[config.mk]
export PLATFORM = sky130hd
export DESIGN_NAME = wb_arbiter
export DESIGN_NICKNAME = d
export VERILOG_FILES = /design/src/rtl/wb_arbiter.sv
export SDC_FILE = /design/constraint.sdc
export NUM_CORES = 1
export LEC_CHECK = 0
export CAP_MARGIN = 25
export CELL_PAD_IN_SITES_DETAIL_PLACEMENT = 1
export CELL_PAD_IN_SITES_GLOBAL_PLACEMENT = 1
export CORE_MARGIN = 2
export CORE_UTILIZATION = 42
export CTS_CLUSTER_DIAMETER = 50
export DETAILED_ROUTE_END_ITERATION = 12
export PLACE_DENSITY_LB_ADDON = 0.12
export SLEW_MARGIN = 25
export SYNTH_ARGS = -nofsm -noshare
export SYNTH_HDL_FRONTEND = slang
export SYNTH_SLANG_ARGS = --single-unit
[constraint.sdc]
create_clock -name clk -period 4.48 [get_ports clk]
set_input_delay 0.672 -clock clk [delete_from_list [all_inputs] [get_ports clk]]
set_output_delay 0.672 -clock clk [all_outputs]
set_load 0.02 [all_outputs]
[src/rtl/wb_arbiter.sv]
// rtl/wb_arbiter.sv - writeback arbiter merging ALU and load results into the register-file write port
// Define WB_RR_EN for round-robin arbitration; otherwise loads have fixed priority over ALU results.
module wb_arbiter #(
  parameter int W_OPR  = 32,
  parameter int N_REG  = 32,
  parameter int W_RIDX = 5
) (
  input  logic              clk,
  input  logic              rst,
  input  logic              alu_valid_i,
  output logic              alu_ready_o,
  input  logic [W_RIDX-1:0] alu_rd_i,
  input  logic [W_OPR-1:0]  alu_data_i,
  input  logic              mem_valid_i,
  output logic              mem_ready_o,
  input  logic [W_RIDX-1:0] mem_rd_i,
  input  logic [W_OPR-1:0]  mem_data_i,
  output logic [N_REG-1:0]  wb_o,
  output logic [W_OPR-1:0]  wb_data_o,
  output logic              wb_busy_o
);

  logic              alu_v_q, alu_v_d;
  logic [W_RIDX-1:0] alu_rd_q, alu_rd_d;
  logic [W_OPR-1:0]  alu_data_q, alu_data_d;
  logic              mem_v_q, mem_v_d;
  logic [W_RIDX-1:0] mem_rd_q, mem_rd_d;
  logic [W_OPR-1:0]  mem_data_q, mem_data_d;
  logic [N_REG-1:0]  wb_q, wb_d;
  logic [W_OPR-1:0]  wb_data_q, wb_data_d;
  logic              gnt_alu, gnt_mem;

`ifdef WB_RR_EN
  // last_mem_q high means mem was granted most recently, so ALU wins the next contention
  logic last_mem_q, last_mem_d;

  always_comb begin
    gnt_alu = alu_v_q & (~mem_v_q | last_mem_q);
    gnt_mem = mem_v_q & ~gnt_alu;
  end

  always_comb begin
    last_mem_d = last_mem_q;
    if (gnt_mem) last_mem_d = 1'b1;
    else if (gnt_alu) last_mem_d = 1'b0;
  end

  always_ff @(posedge clk or negedge rst) begin
    if (!rst) last_mem_q <= 1'b1;
    else      last_mem_q <= last_mem_d;
  end
`else
  always_comb begin
    gnt_mem = mem_v_q;
    gnt_alu = alu_v_q & ~mem_v_q;
  end
`endif

  assign alu_ready_o = ~alu_v_q | gnt_alu;
  assign mem_ready_o = ~mem_v_q | gnt_mem;
  assign wb_busy_o   = alu_v_q | mem_v_q;
  assign wb_o        = wb_q;
  assign wb_data_o   = wb_data_q;

  // Drain before fill so a granted slot can be refilled on the same edge
  always_comb begin
    alu_v_d    = alu_v_q;
    alu_rd_d   = alu_rd_q;
    alu_data_d = alu_data_q;
    if (gnt_alu) alu_v_d = 1'b0;
    if (alu_valid_i && alu_ready_o) begin
      alu_v_d    = 1'b1;
      alu_rd_d   = alu_rd_i;
      alu_data_d = alu_data_i;
    end
  end

  always_comb begin
    mem_v_d    = mem_v_q;
    mem_rd_d   = mem_rd_q;
    mem_data_d = mem_data_q;
    if (gnt_mem) mem_v_d = 1'b0;
    if (mem_valid_i && mem_ready_o) begin
      mem_v_d    = 1'b1;
      mem_rd_d   = mem_rd_i;
      mem_data_d = mem_data_i;
    end
  end

  always_comb begin
    wb_d      = '0;
    wb_data_d = wb_data_q;
    if (gnt_alu) begin
      wb_d[alu_rd_q] = 1'b1;
      wb_data_d      = alu_data_q;
    end else if (gnt_mem) begin
      wb_d[mem_rd_q] = 1'b1;
      wb_data_d      = mem_data_q;
    end
  end

  always_ff @(posedge clk or negedge rst) begin
    if (!rst) begin
      alu_v_q    <= 1'b0;
      alu_rd_q   <= '0;
      alu_data_q <= '0;
      mem_v_q    <= 1'b0;
      mem_rd_q   <= '0;
      mem_data_q <= '0;
      wb_q       <= '0;
      wb_data_q  <= '0;
    end else begin
      alu_v_q    <= alu_v_d;
      alu_rd_q   <= alu_rd_d;
      alu_data_q <= alu_data_d;
      mem_v_q    <= mem_v_d;
      mem_rd_q   <= mem_rd_d;
      mem_data_q <= mem_data_d;
      wb_q       <= wb_d;
      wb_data_q  <= wb_data_d;
    end
  end

endmodule

==> results of run 1 <==
[synth_stat cells, types with 2 or more instances]
| library cell | instances |
|---|---|
| nand3b_1 | 8 |
| o22ai_1 | 24 |
| mux2_2 | 44 |
| clkbuf_1 | 7 |
| or3_1 | 2 |
| mux2_4 | 30 |
| o22ai_2 | 8 |
| buf_2 | 7 |
| buf_8 | 3 |
| nand4bb_1 | 2 |
| dfrtp_1 | 140 |
| nand2_1 | 33 |
| or3b_2 | 6 |
| nand3_1 | 3 |
| o21ai_0 | 32 |
| mux2i_1 | 32 |
| buf_4 | 7 |
[power groups by stage]
stage | sequential [mW] | combinational (mW) | clock (mW)
floorplan | 1.55 | 0.257 | 0
global placement | 1.51 | 0.539 | 0
detailed placement | 1.52 | 0.555 | 0
CTS | 1.50 | 0.562 | 1.63
global route | 1.52 | 0.597 | 1.69
finish | 1.50 | 0.553 | 1.61
[worst min-delay path by stage]
stage	startpoint	to	slack, ns
finish	rst	wb_o[11]	0.37
global route	rst	wb_o[31]	0.44
CTS	rst	alu_data_q[20]	0.44
detailed placement	mem_data_q[6]	wb_data_o[6]	0.47
global placement	mem_data_q[0]	wb_data_o[0]	0.46
floorplan	rst	alu_data_q[0]	0.38
[metal layers]
metal	routed length [microns]	share of wire	global-route usage
met1	5710	0.41	0.248
met2	7120	0.52	0.339
met3	668	0.048	0.0500
met4	312	0.023	0.0865
met5	0	0	0
[flip-flops by register name (all words and copies together) (netlist names)]
register    flops
alu_data_q     32
alu_v_q         1
mem_data_q     32
wb_data_o      32
mem_rd_q        5
gnt_mem         1
wb_o           32
alu_rd_q        5
[worst max-delay path, stage by stage (launching register included)]
cell             delay [ns]
dfrtp_2                0.59
or2_2                  0.37
clkdlybuf4s50_1        0.54
[layout make-up]
cell class | instances | area (sq um) | share of cell area
clock inverters | 14 | 241 | 0.0306
clock buffers | 18 | 439 | 0.0556
repair buffers | 147 | 1460 | 0.185
well taps | 176 | 220 | 0.0279
flip-flops and latches | 140 | 3510 | 0.444
multi-input cells | 231 | 2030 | 0.257
[per-stage QoR]
step           worst slack, ns  hold slack (ns)  cells   util  instance area, sq um
2_1_floorplan             2.76            0.376    396      -                  5690
5_1_grt                   1.83            0.439    726  0.596                  7890
4_1_cts                   1.84            0.438    726  0.596                  7890
3_3_place_gp              1.81            0.458    694  0.544                  7210
3_5_place_dp              1.75            0.472    694  0.544                  7210
6_report                  1.89            0.368    726  0.596                  7890
[cell families after synthesis]
| kind of cell | after synthesis |
|---|---|
| multiplexers | 106 |
| AO/OA/AOI/OAI | 65 |
| AND/OR/NAND/NOR | 59 |
| flip-flops | 140 |
| buffers and inverters | 25 |
| other | 1 |
==> flow_metrics.tcl, run 1 <==
set metrics [dict create \
    setup_tns_ns 0 \
    power_density_mw_per_mm2 464 \
    synthArstFlopShare 1.00 \
    rsz0062_at_grt "false" \
    io_pins 145 \
    io_buffer_count 143 \
    drv_cap 0 \
    synthFlopType "dfrtp_1" \
    start_util 0.430 \
    critPathLaunchType "flop" \
    antenna_cells 0 \
    vias_per_cell 5.11 \
    grt_remaining_overflow 0 \
    drv_slew 0 \
    worstMarginPinSlew_ns 0.985 \
    synth_compound_area_frac 0.0741 \
    synth_area_per_cell_sq_um 14.4 \
    synthSimpleGateAreaFrac 0.0574 \
    fin_crit_sh 0.579 \
    nFillCells 1291 \
    p_sw_mw 0.894 \
    wl_per_cell_microns 19.0 \
    grt_pass1_vias 4100 \
    ys_warn_count 0 \
    drc 0 \
    mostFrequentLayoutCells "141 x clkdlybuf4s50_1, 138 x dfrtp_1, 44 x mux2_2" \
    final_common_cell "clkdlybuf4s50_1" \
    die_area_sq_mm 0.0145 \
    slew_headroom 0.343 \
    cts-resized-gates 0 \
    place_hpwl_microns 8790 \
    area_growth_pct 38.7 \
    crit_required_ns 3.81 \
    synth_adder_area_share 0 \
    grt_max_degree 113 \
    cts_sinks 140 \
    muxShareOfSynthArea 0.222 \
    hold_viol_final 0 \
    cp_max_fo 32 \
    routed_wl_microns 13800 \
    synth_nets 474 \
    coreArea_sq_mm 0.0132 \
    synth_seq_cells 140 \
    cts_buffers 17 \
    crit_end "wb_busy_o" \
    setup_violations 0 \
    reg2reg_slack_ns 2.30 \
    htree_levels 4 \
    grt_pass1_wl_microns 22100 \
    grtUsageTotal 0.202 \
    antenna_found_initial 0 \
    max_freq_mhz 386 \
    synthCells 396 \
    comb_power_share 0.151 \
    leakagePower_nw 3.44 \
    clock_skew_ns 0.00463 \
    synth_xor_area_frac 0 \
    cts_tree "built" \
    worst-r2r-cell-count 3 \
    vdd_ir_drop_max_uv 257 \
    clk_pin_slew_ns 0.06 \
    synthDistinctLibCells 25 \
    path_class "reg2out" \
    intPower_mw 2.77 \
    synth_top_cell_by_area "dfrtp_1" \
    setup.worst_path.start "gnt_mem" \
    layout-drive-gt1-share 0.236 \
    ctsHoldBuffers 0 \
    period_minus_slack_ns 2.59 \
    status "complete, no violations" \
    synth-seq-area-share 0.616 \
    critPathCaptureType "primary output" \
    die_h_microns 120 \
    crit_arrival_ns 1.92 \
    layout.nets 615 \
    row_count 42 \
    pwr-share-clk 0.439 \
    drt.antenna.violating_nets 0 \
    dr_total_vias 3708 \
    drtIter0Drc 207 \
    hp-class "in2async" \
    synth_top_family_by_area "multiplexers" \
    synth_edf_count 0 \
    cts_setup_buffers 0 \
    cts.path.max_buffers 2 \
    seqPwrFrac 0.410 \
    die_w_microns 120 \
    worstSkewPairLatency_ns 0.42 \
    cts_root_buf "clkbuf_16" \
    yosys.area.top_type_share 0.616 \
    syn-cell-area_sq_mm 0.00569 \
    gp_congestion 0.751 \
    swShare 0.244 \
    synthTopCellsByArea "dfrtp_1 62%, mux2_2 8.7%, mux2_4 7.9%" \
    r2r_end "alu_data_q[2]" \
    regToRegStartpoint "gnt_mem" \
    drtPass1Iterations 4 \
    finalPower_mw 3.66 \
]
(Power assumes the default switching activity.)
==> inputs of run 2 (changes only) <==
--- a/config.mk
+++ b/config.mk
@@ -9,7 +9,7 @@
 export CELL_PAD_IN_SITES_DETAIL_PLACEMENT = 1
 export CELL_PAD_IN_SITES_GLOBAL_PLACEMENT = 1
 export CORE_MARGIN = 2
-export CORE_UTILIZATION = 42
+export CORE_UTILIZATION = 39
 export CTS_CLUSTER_DIAMETER = 50
 export DETAILED_ROUTE_END_ITERATION = 12
 export PLACE_DENSITY_LB_ADDON = 0.12
==> constraint.sdc (replaced) <==
create_clock -name clk -period 2.6 [get_ports clk]
set_input_delay 0.39 -clock clk [delete_from_list [all_inputs] [get_ports clk]]
set_output_delay 0.39 -clock clk [all_outputs]
set_load 0.02 [all_outputs]
==> flow_metrics.tcl, run 2 (same netlist as run 1, synthesis figures left out) <==
set metrics [dict create \
    status "finished with violations" \
    violations "negative hold slack" \
    crit_chain "or2_2 > clkdlybuf4s50_1" \
    cts_root_buf "clkbuf_16" \
    drtIter0Drc 172 \
    start_util 0.396 \
    io_pins 145 \
    critPathLaunchType "flop" \
    vdd_ir_drop_max_uv 418 \
    antenna_cells 0 \
    coreArea_sq_mm 0.0144 \
    fin_crit_sh 0.888 \
    place_hpwl_microns 9440 \
    grtUsageTotal 0.188 \
    die_h_microns 125 \
    io_buffer_count 143 \
    drc 0 \
    dr_total_vias 3726 \
    crit_arrival_ns 1.92 \
    period_minus_slack_ns 2.31 \
    drt.antenna.violating_nets 0 \
    cpMaxStageDelayCell "dfrtp_2" \
    vias_per_cell 5.03 \
    post_dp_cell_area_sq_mm 0.00731 \
    grt_pass1_wl_microns 22600 \
    layout-drive-gt1-share 0.239 \
    grt_max_degree 73 \
    gp_congestion 0.752 \
    grt_remaining_overflow 0 \
    htree_levels 4 \
    cts_sinks 140 \
    row_count 44 \
    pre_cts_ws_ns 0.685 \
    setup_violations 0 \
    cp_num_buf_inv 1 \
    die_w_microns 125 \
    wl_per_cell_microns 18.7 \
    hp-class "in2async" \
    cts_setup_buffers 0 \
    routed_wl_microns 13800 \
    grt_pass1_vias 4146 \
    drtPass1Iterations 4 \
    antenna_found_initial 0 \
    mostFrequentLayoutCells "141 x clkdlybuf4s50_1, 138 x dfrtp_1, 44 x mux2_2" \
    finalPower_mw 5.84 \
    clock_skew_ns 0.00978 \
    worstMarginPinSlew_ns 0.683 \
    max_stage_delay_ns 0.57 \
    rsz0062_at_grt "false" \
    slew_headroom 0.544 \
    area_growth_pct 38.2 \
    cts-resized-gates 0 \
    cts_buffers 17 \
    clk_pin_slew_ns 0.06 \
    critPathCaptureType "primary output" \
    leakagePower_nw 3.44 \
    path_class "reg2out" \
    stdcell_area_sq_mm 0.00787 \
    drv_cap 0 \
    setup_ws_ns 0.292 \
    setup_tns_ns 0 \
    final_common_cell "clkdlybuf4s50_1" \
    crit_required_ns 2.21 \
    layout.nets 622 \
    ctsHoldBuffers 0 \
    hold_slack_ns -0.0236 \
    drv_slew 0 \
    max_freq_mhz 433 \
    hold_viol_final 27 \
    power_density_mw_per_mm2 742 \
    worstSkewPairLatency_ns 0.42 \
    crit_family "flip-flops" \
    cts_tree "built" \
    die_area_sq_mm 0.0156 \
    cts.path.max_buffers 2 \
    final_util 0.548 \
    cp_max_fo 27 \
]
## run 2: final timing paths
kind	from	end	slack [ns]	cells after the start
max in group asynchronous	rst	wb_o[9]	1.93	2
min in group clk	mem_valid_i	gnt_mem	0.37	1
hold reg to reg	mem_data_q[25]	wb_data_o[25]	0.48	2
setup reg to reg	gnt_mem	wb_o[4]	0.82	2
setup / recovery	gnt_mem	wb_busy_o	0.29	2
hold / removal	rst	wb_data_o[26]	-0.02	1
## run 2: per-stage QoR
stage / cells / hold slack, ns
finish: 741 / -0.0236
global route: 741 / 0.0241
CTS: 741 / 0.00929
detailed placement: 709 / 0.460
global placement: 709 / 0.456
floorplan: 396 / 0.0944
## run 2: power by group
| group | switching (mW) | internal, mW |
|---|---|---|
| combinational | 0.424 | 0.538 |
| clock | 0.880 | 1.41 |
| sequential | 0.173 | 2.42 |
## run 2: cell type report
class                   count  area [sq um]
clock buffers              25           495
multi-input cells         231          2030
well taps                 184           230
clock inverters             7          62.6
fillers                  1417          6500
flip-flops and latches    140          3510
repair buffers            154          1550
## run 2: metal layers
layer / vias to the layer above / track usage / routed length (microns)
li1: 1715 / - / -
met1: 1893 / 0.231 / 5870
met2: 105 / 0.313 / 7000
met3: 13 / 0.0601 / 789
met4: 0 / 0.0621 / 176
met5: - / 0 / 0
==> inputs of run 3 (changes only) <==
--- a/config.mk
+++ b/config.mk
@@ -10,10 +10,10 @@
 export CELL_PAD_IN_SITES_GLOBAL_PLACEMENT = 1
 export CORE_MARGIN = 2
 export CORE_UTILIZATION = 39
-export CTS_CLUSTER_DIAMETER = 50
 export DETAILED_ROUTE_END_ITERATION = 12
 export PLACE_DENSITY_LB_ADDON = 0.12
 export SLEW_MARGIN = 25
 export SYNTH_ARGS = -nofsm -noshare
 export SYNTH_HDL_FRONTEND = slang
 export SYNTH_SLANG_ARGS = --single-unit
+export TNS_END_PERCENT = 10
==> results of run 3 <==
Final layout, timing and power as in run 2 (identical DEF).
